$ cat src/rtl/seg_argmax_head.sv
// Per-pixel argmax head: pipelined compare tree over UNITS signed fixed-point
// channels, then conversion of the winning score to a rounded, saturated uint.
module seg_argmax_head #(
  parameter int HEIGHT    = 4,
  parameter int WIDTH     = 4,
  parameter int W_HEIGHT  = 8,
  parameter int W_WIDTH   = 8,
  parameter int UNITS     = 12,
  parameter int INT_BITW  = 5,
  parameter int FRAC_BITW = 8,
  parameter int UINT_BITW = 8,
  parameter int FCNT_BITW = 16,
  localparam int FIXED_BITW = INT_BITW + FRAC_BITW,
  localparam int V_BITW     = $clog2(W_HEIGHT),
  localparam int H_BITW     = $clog2(W_WIDTH),
  localparam int LBL_BITW   = ($clog2(UNITS) < 1) ? 1 : $clog2(UNITS)
) (
  input  logic                          clock,
  input  logic                          rst,
  input  logic                          in_enable,
  input  logic [FIXED_BITW*UNITS-1:0]   in_feat,
  input  logic [V_BITW-1:0]             in_vcnt,
  input  logic [H_BITW-1:0]             in_hcnt,
  output logic                          out_enable,
  output logic [LBL_BITW-1:0]           out_label,
  output logic [UINT_BITW-1:0]          out_conf,
  output logic [V_BITW-1:0]             out_vcnt,
  output logic [H_BITW-1:0]             out_hcnt,
  output logic                          out_frame_end,
  output logic [FCNT_BITW-1:0]          out_frame_cnt
);

  // Stream semantics: in_enable/out_enable qualify the pixel on the same
  // cycle; there is no ready, every cycle shifts the whole pipeline.
  localparam int DEPTH = $clog2(UNITS);
  localparam int HALF  = (UNITS + 1) / 2;
  localparam int NP    = 2 * HALF;
  localparam int SHIFT = FRAC_BITW - UINT_BITW;
  localparam int RW    = FIXED_BITW + 1;

  typedef logic signed [FIXED_BITW-1:0] val_t;
  typedef logic [LBL_BITW-1:0]          idx_t;

  function automatic int level_nodes(input int k);
    return (UNITS + (1 << k) - 1) >> k;
  endfunction

  val_t src_v  [0:DEPTH-1][0:NP-1];
  idx_t src_i  [0:DEPTH-1][0:NP-1];
  val_t tree_v [1:DEPTH][0:NP-1];
  idx_t tree_i [1:DEPTH][0:NP-1];

  logic              en_pipe   [0:DEPTH-1];
  logic [V_BITW-1:0] vcnt_pipe [0:DEPTH-1];
  logic [H_BITW-1:0] hcnt_pipe [0:DEPTH-1];

  // Level 0 is the raw input vector (unit 0 in the leftmost field).
  always_comb begin
    for (int j = 0; j < NP; j++) begin
      src_v[0][j] = '0;
      src_i[0][j] = '0;
    end
    for (int j = 0; j < UNITS; j++) begin
      src_v[0][j] = val_t'(in_feat[FIXED_BITW*(UNITS-j)-1 -: FIXED_BITW]);
      src_i[0][j] = idx_t'(j);
    end
    for (int k = 1; k < DEPTH; k++) begin
      for (int j = 0; j < NP; j++) begin
        src_v[k][j] = tree_v[k][j];
        src_i[k][j] = tree_i[k][j];
      end
    end
  end

  // Left operand wins on >= so the lowest index among equal maxima survives.
  always_ff @(posedge clock) begin
    if (rst) begin
      for (int k = 1; k <= DEPTH; k++) begin
        for (int j = 0; j < NP; j++) begin
          tree_v[k][j] <= '0;
          tree_i[k][j] <= '0;
        end
      end
    end else begin
      for (int k = 1; k <= DEPTH; k++) begin
        for (int j = 0; j < HALF; j++) begin
          if (2*j + 1 < level_nodes(k-1)) begin
            if (src_v[k-1][2*j] >= src_v[k-1][2*j+1]) begin
              tree_v[k][j] <= src_v[k-1][2*j];
              tree_i[k][j] <= src_i[k-1][2*j];
            end else begin
              tree_v[k][j] <= src_v[k-1][2*j+1];
              tree_i[k][j] <= src_i[k-1][2*j+1];
            end
          end else if (2*j < level_nodes(k-1)) begin
            tree_v[k][j] <= src_v[k-1][2*j];
            tree_i[k][j] <= src_i[k-1][2*j];
          end else begin
            tree_v[k][j] <= '0;
            tree_i[k][j] <= '0;
          end
        end
        for (int j = HALF; j < NP; j++) begin
          tree_v[k][j] <= '0;
          tree_i[k][j] <= '0;
        end
      end
    end
  end

  always_ff @(posedge clock) begin
    if (rst) begin
      for (int i = 0; i < DEPTH; i++) begin
        en_pipe[i]   <= 1'b0;
        vcnt_pipe[i] <= '0;
        hcnt_pipe[i] <= '0;
      end
    end else begin
      en_pipe[0]   <= in_enable;
      vcnt_pipe[0] <= in_vcnt;
      hcnt_pipe[0] <= in_hcnt;
      for (int i = 1; i < DEPTH; i++) begin
        en_pipe[i]   <= en_pipe[i-1];
        vcnt_pipe[i] <= vcnt_pipe[i-1];
        hcnt_pipe[i] <= hcnt_pipe[i-1];
      end
    end
  end

  val_t                 max_v;
  logic [RW-1:0]        mag;
  logic [RW-1:0]        rnd;
  logic [UINT_BITW-1:0] conf_next;
  logic                 frame_end_next;

  assign max_v = tree_v[DEPTH][0];
  assign mag   = {1'b0, max_v};

  // Round half up by adding one at the first dropped bit position.
  generate
    if (SHIFT == 0) begin : g_no_round
      assign rnd = mag;
    end else begin : g_round
      assign rnd = ((mag >> (SHIFT - 1)) + RW'(1)) >> 1;
    end
  endgenerate

  always_comb begin
    conf_next = rnd[UINT_BITW-1:0];
    if (max_v[FIXED_BITW-1]) begin
      conf_next = '0;
    end else if (rnd > RW'((1 << UINT_BITW) - 1)) begin
      conf_next = '1;
    end
  end

  assign frame_end_next = en_pipe[DEPTH-1]
                        && (vcnt_pipe[DEPTH-1] == V_BITW'(HEIGHT - 1))
                        && (hcnt_pipe[DEPTH-1] == H_BITW'(WIDTH - 1));

  always_ff @(posedge clock) begin
    if (rst) begin
      out_enable    <= 1'b0;
      out_label     <= '0;
      out_conf      <= '0;
      out_vcnt      <= '0;
      out_hcnt      <= '0;
      out_frame_end <= 1'b0;
      out_frame_cnt <= '0;
    end else begin
      out_enable    <= en_pipe[DEPTH-1];
      out_label     <= tree_i[DEPTH][0];
      out_conf      <= conf_next;
      out_vcnt      <= vcnt_pipe[DEPTH-1];
      out_hcnt      <= hcnt_pipe[DEPTH-1];
      out_frame_end <= frame_end_next;
      if (out_frame_end) begin
        out_frame_cnt <= out_frame_cnt + 1'b1;
      end
    end
  end

endmodule

$ cat config.mk
export PLATFORM = sky130hd
export DESIGN_NAME = seg_argmax_head
export DESIGN_NICKNAME = d
export VERILOG_FILES = /design/src/rtl/seg_argmax_head.sv
export SDC_FILE = /design/constraint.sdc
export NUM_CORES = 1
export LEC_CHECK = 0
export CAP_MARGIN = 20
export CORE_AREA = 2 2 165 167
export DETAILED_ROUTE_END_ITERATION = 10
export DIE_AREA = 0 0 167 169
export DONT_BUFFER_PORTS = 1
export PLACE_DENSITY = 0.8
export REMOVE_ABC_BUFFERS = 1
export SYNTH_ARGS = -nofsm -noshare
export SYNTH_HDL_FRONTEND = slang
export SYNTH_SLANG_ARGS = --single-unit
$ cat constraint.sdc
create_clock -name clock -period 3.8 [get_ports clock]
set_input_delay 0.76 -clock clock [delete_from_list [all_inputs] [get_ports clock]]
set_output_delay 0.76 -clock clock [all_outputs]
set_load 0.1 [all_outputs]
==> flow_summary.toml, run 1 <==
[route]
drc_errors = 0
wl_per_cell_um = 15.83
antenna_left = 0
vias = 11880
viasPerCell = 5.731
drtIter0Drc = 1075
met1_length_um = 13630
wl_met2_um = 16040
top_layer = "met4"
wl_um = 32810
wl_met3_um = 2120
dr.pass1.iters = 7

[min_path]
holdCritStartpoint = "rst"
min_path_type = "primary input to flip-flop"

[power]
p_leak_nw = 7.955
power_density_nw_per_um2 = 437.7
total_power_mw = 7.566
ir_drop_v = 0.0005612
p_clk_share_pct = 34.1
p_switching_mw = 2.223
swShare_pct = 29.39
seq_power_share_pct = 46.1
p_comb_share_pct = 19.8
p_int_mw = 5.342

[critical_path]
reg2reg_from = "tree_v[0][81]"
startpoint = "tree_v[0][81]"
crit_family = "compound AO/OA/AOI/OAI gates"
crit_chain = "inv_1 > ha_1 > a21oi_1 > a21boi_1 > o31ai_2 > a211o_1 > o221ai_1"
crit_path_max_incr_delay_ns = 0.70
path_class = "flip-flop to flip-flop"
crit_required_ns = 4.06
worst_ep_arrival_time_ns = 3.11
path_max_fanout = 16
crit_buf_inv = 1
cpMaxStageDelayCell = "a211o_1"
cp-start-kind = "flip-flop"
cp-end-kind = "flip-flop"

[logic_synthesis]
syn-cell-area_sq_um = 15440
synth_edf_count = 169
synth_area_per_cell_sq_um = 9.837
yosys_warnings = 0
synthFlopType = "edfxtp_1"
syn_inst = 1570
ys_seq_area_share_pct = 43.23
async_flop_share_pct = 0
yosys.cell_types.count = 58
ys_ff_latch = 249

[clock_tree]
cts.repair.resized = 0
post_cts_buffers = 0
h-tree-depth = 1
holdBufCountCts = 0
clockBufferDepth = 3
insertion_delay_ns = 0.55
cts_buffers = 27
cts.sinks = 249
cts-root-buf = "clkbuf_16"
clkTransAtPathRegs_ns = 0.06
cts_tree = "built"

[floorplanning]
floorplan.initialDensity_pct = 58.28
ios = 201
die_w_um = 167
dieArea_sq_um = 28220
core-area_sq_um = 26500
chipHeight_um = 169
rows = 60

[global_route]
grt_pass1_vias = 11520
grt_usage_pct = 23.02
grt_pass1_wl_um = 54230
grt_antenna_before_repair = 0
overflow = 0
grt_max_degree = 196

[placed_design]
dpl_cell_area_sq_um = 16370
routabilityCongestion = 0.8809
dp_hpwl_um = 23780
io_buffers = 0

[finish]
nets = 2019
final_cell_mix = "225 x nand2_1, 201 x inv_1, 169 x edfxtp_1, 169 x conb_1, 144 x ha_1"
drive_gt1_share_pct = 6.932
fin_area_sq_um = 17280
layout_commonest_cell = "nand2_1"
diodes = 0
synthToLayoutAreaGrowth_pct = 11.91
multi_input_area_sq_um = 8252
fill_cells = 2099
layout.area.seq_sq_um = 6676

[sta]
tns_ns = 0
max_freq_mhz = 350.5
hold_slack_ns = 0.2915
timing.final.hold_violations = 0
layout_min_cycle_time_ns = 2.853
rsz0062_at_grt = "no"
finalClockSkew_ns = 0.02007
maxSlewHeadroom_pct = 21.74
tightest_slew_ns = 1.172
finalCritPeriodShare_pct = 75.09
slew_violations = 0
setup-violations-final = 0

[status]
status = "finished clean"

[job]
drv_cap = 0
==> cell usage after synthesis, types with 6 or more instances <==
library cell	count	share of area, %
mux2i_1	81	5.2
dfxtp_1	80	10
o221ai_2	20	1.9
or3_1	14	0.57
o21ai_1	23	0.75
a211oi_1	7	0.34
xor2_1	11	0.62
o221ai_1	11	0.62
o21bai_1	16	0.78
and4_1	6	0.34
o21a_1	10	0.49
o211ai_1	29	1.4
nand2_1	225	5.5
clkbuf_1	73	1.8
a21o_1	12	0.58
a21oi_1	29	0.94
buf_2	7	0.23
edfxtp_1	169	33
nand4_1	63	2.6
o211a_1	12	0.78
nand3_1	41	1.3
inv_1	202	4.9
o311ai_1	30	1.7
nor2b_1	65	2.6
a32oi_1	29	1.6
nor2_1	33	0.80
and3_1	34	1.4
ha_1	144	12
nor3_1	25	0.81
==> sequential cells by signal, summed over array words and instances, names as in the netlist, 4 cells and up <==
signal / count
tree_i: 29
out_label: 4
en_pipe: 4
tree_v: 156
out_frame_cnt: 16
vcnt_pipe: 12
out_conf: 8
hcnt_pipe: 12
==> power groups by stage <==
stage | registers, mW | clock network [mW] | logic, mW
floorplan | 3.46 | 0 | 1.16
global placement | 3.53 | 0 | 1.40
detailed placement | 3.54 | 0 | 1.46
CTS | 3.48 | 2.63 | 1.47
global route | 3.51 | 2.74 | 1.69
finish | 3.49 | 2.58 | 1.50
==> layer usage <==
metal	global-route usage (%)	vias to the layer above
met5	0	-
met4	7.234	0
met3	3.647	78
met2	40.08	442
met1	29.57	5533
li1	-	5822
==> cells by family (layout without fill, tap and decap cells) <==
logic type,count (synthesis),in the layout,share of synthesized area [%]
buffers and inverters,293,286,7.494
other,1,169,0.02428
multiplexers,81,81,5.250
XOR/XNOR,15,15,0.8506
AND/OR/NAND/NOR,519,519,16.65
AO/OA/AOI/OAI,268,268,14.84
adder cells (fa/ha/maj),144,144,11.67
flip-flops,249,249,43.23
==> per-stage QoR <==
step	worst slack (ns)	cells	utilization, %
global route	0.7582	2072	65.22
CTS	0.9814	2070	65.12
detailed placement	0.5436	2020	61.78
global placement	0.6392	2020	61.78
floorplan	-2.085	1647	-
finish	0.9466	2072	65.22
==> cell type report <==
| class | count | share of cell area [%] |
|---|---|---|
| multi-input combinational | 1196 | 47.74 |
| sequential | 249 | 38.63 |
| inverter | 202 | 4.430 |
| clock buffer | 32 | 4.141 |
| tap | 341 | 2.469 |
| timing repair buffer | 34 | 1.614 |
| clock inverter | 18 | 0.9773 |
==> final timing paths <==
check / endpoint / depth (start not counted) / slack, ns
setup / recovery: tree_v[0][195] / 7 / 0.95
hold / removal: hcnt_pipe[0][6] / 1 / 0.29
setup reg to reg: tree_v[0][195] / 7 / 0.95
hold reg to reg: vcnt_pipe[3][1] / 1 / 0.43
(Power assumes the default switching activity.)
==> run 2: changes to the inputs <==
--- a/config.mk
+++ b/config.mk
@@ -10,7 +10,7 @@
 export DETAILED_ROUTE_END_ITERATION = 10
 export DIE_AREA = 0 0 167 169
 export DONT_BUFFER_PORTS = 1
-export PLACE_DENSITY = 0.8
+export PLACE_DENSITY = 0.83
 export REMOVE_ABC_BUFFERS = 1
 export SYNTH_ARGS = -nofsm -noshare
 export SYNTH_HDL_FRONTEND = slang
==> constraint.sdc (replaced) <==
create_clock -name clock -period 2.5 [get_ports clock]
set_input_delay 0.5 -clock clock [delete_from_list [all_inputs] [get_ports clock]]
set_output_delay 0.5 -clock clock [all_outputs]
set_load 0.1 [all_outputs]
==> run 2 against run 1 <==
Compared with the run above: sequential power grew 48%; via count grew 3.7%; die area is the same; flip-flop and latch count unchanged; total power rose by 56%; non-clock buffer count increased by 48; worst setup slack worse by 0.91 ns; hold slack got worse by 0.24 ns; final cell count grew 2.3%; critical endpoint is now tree_v[0][304].
==> flow_summary.toml, run 2 (same netlist as run 1, synthesis figures left out) <==
[status]
status = "finished clean"

[clock_tree]
cts-root-buf = "clkbuf_16"
h-tree-depth = 1
cts_tree = "built"
cts.sinks = 249
clockBufferDepth = 3
clkTransAtPathRegs_ns = 0.06
cts_buffers = 27
insertion_delay_ns = 0.52

[critical_path]
r2r_cells = 7
crit_family = "compound AO/OA/AOI/OAI gates"
cp-end-kind = "flip-flop"
worst_ep_arrival_time_ns = 2.74
crit_buf_inv = 1
r2r-end = "tree_v[0][304]"
reg2reg_from = "tree_v[0][218]"
reg2reg_slack_ns = 0.04
cpMaxStageDelayCell = "edfxtp_1"
path_max_fanout = 16
crit_required_ns = 2.77
crit_chain = "inv_1 > ha_1 > nand3_1 > nand4b_1 > or3_1 > o21a_4 > o311ai_1"
cp-start-kind = "flip-flop"
crit_path_max_incr_delay_ns = 0.46
path_class = "flip-flop to flip-flop"

[min_path]
hold_path_depth = 1
holdCritStartpoint = "rst"
min_path_type = "primary input to flip-flop"
worst_hold_path.endpoint = "tree_i[3][13]"

[finish]
largest_registers = "tree_v (156), tree_i (29), out_frame_cnt (16)"
layout.area.seq_sq_um = 6676
fill_cells = 1940
multi_input_area_sq_um = 8344
drive_gt1_share_pct = 9.837
diodes = 0
largest_reg_flops = 156
layout_commonest_cell = "nand2_1"
largest_register = "tree_v"
synthToLayoutAreaGrowth_pct = 15.53
final_cell_mix = "225 x nand2_1, 201 x inv_1, 169 x edfxtp_1, 169 x conb_1, 144 x ha_1"
nets = 2068
fin_area_sq_um = 17840

[route]
vias = 12320
dr.pass1.iters = 8
wl_um = 34670
drc_errors = 0
drtIter0Drc = 1025
wl_per_cell_um = 16.36
viasPerCell = 5.810
antenna_left = 0

[floorplanning]
ios = 201
dieArea_sq_um = 28220
core-area_sq_um = 26500
floorplan.initialDensity_pct = 58.28
die_w_um = 167
rows = 60
chipHeight_um = 169

[global_route]
grt_pass1_wl_um = 56670
overflow = 0
grt_antenna_before_repair = 0
grt_pass1_vias = 12290
grt_max_degree = 94
grt_usage_pct = 24.05

[sta]
setup-violations-final = 0
slew_violations = 0
timing.final.hold_violations = 0
max_freq_mhz = 406.1
rsz0062_at_grt = "yes"
finalClockSkew_ns = 0.01923
maxSlewHeadroom_pct = 36.47
tightest_slew_ns = 0.9494
layout_min_cycle_time_ns = 2.463
setup_ws_ns = 0.03730
finalCritPeriodShare_pct = 98.51

[power]
p_leak_nw = 8.261
ir_drop_v = 0.0006578
power_density_nw_per_um2 = 662.5

[placed_design]
io_buffers = 0
routabilityCongestion = 0.9081
dp_hpwl_um = 25480
post-place-ws_ns = -0.4167
dpl_cell_area_sq_um = 16810

[job]
drv_cap = 0
run 2: area by class of cell:
class	count	share of cell area [%]
Multi-Input combinational cell	1197	46.76
Sequential cell	249	37.42
Clock buffer	38	4.298
Inverter	202	4.291
Timing Repair Buffer	82	4.032
Tap cell	341	2.391
Clock inverter	11	0.8064
run 2: routing by layer:
metal  share of wire (%)  global-route usage, %  vias to the layer above
li1                    -                      -                     5918
met4                 3.1                  8.283                        0
met3                 7.3                  4.419                      102
met5                   0                      0                        -
met1                  39                  28.35                     5802
met2                  51                  44.03                      496
run 2: timing repair:
item                                    4_1_cts  5_1_grt
pin swaps                                     0        3
endpoints found under the setup margin       12       39
hold buffers                                  0        0
gates cloned                                  0        1
resized for setup                             4        8
setup buffers                                 0        2
run 2: worst reg2reg max path, delay by kind of cell, from the launching register on:
family	cells	cell delay, ns
AOI/OAI and AO/OA	2	0.76
adders and majority gates	1	0.26
buffers and inverters	1	0.15
DFF	1	0.46
and+or+nand+nor	3	0.59
run 2: through the flow:
stage / TNS [ns] / hold WS (ns) / instances / util, % / total power, mW
floorplan: -418.94 / 0.3896 / 1647 / - / 7.017
global route: -0.1924 / 0.03558 / 2120 / 67.33 / 12.38
global placement: -3.327 / 0.4002 / 2067 / 63.45 / 7.597
CTS: 0 / 0.04671 / 2116 / 67.02 / 11.79
finish: 0 / 0.04918 / 2120 / 67.33 / 11.82
detailed placement: -5.461 / 0.4056 / 2067 / 63.45 / 7.736
run 2: where the power goes:
| part | total [mW] | internal [mW] | switching (mW) |
|---|---|---|---|
| logic | 2.62 | 1.06 | 1.57 |
| registers | 5.16 | 4.91 | 0.249 |
| clock network | 4.03 | 2.45 | 1.58 |
run 2: how the worst max path moves through the flow:
stage	slack (ns)	depth (start not counted)	endpoint	start
6_report	0.04	7	tree_v[0][304]	tree_v[0][218]
2_1_floorplan	-3.12	4	tree_i[2][16]	rst
3_3_place_gp	-0.26	7	tree_v[0][149]	in_feat[132]
5_1_grt	-0.07	7	tree_i[3][18]	tree_v[0][218]
4_1_cts	0.005	7	tree_v[0][226]	tree_v[0][136]
3_5_place_dp	-0.42	7	tree_v[0][146]	in_feat[133]
==> run 3: changes to the inputs <==
--- a/config.mk
+++ b/config.mk
@@ -7,6 +7,7 @@
 export LEC_CHECK = 0
 export CAP_MARGIN = 20
 export CORE_AREA = 2 2 165 167
+export CTS_CLUSTER_SIZE = 20
 export DETAILED_ROUTE_END_ITERATION = 10
 export DIE_AREA = 0 0 167 169
 export DONT_BUFFER_PORTS = 1
==> results of run 3 <==
Final layout, timing and power as in run 2 (identical DEF).
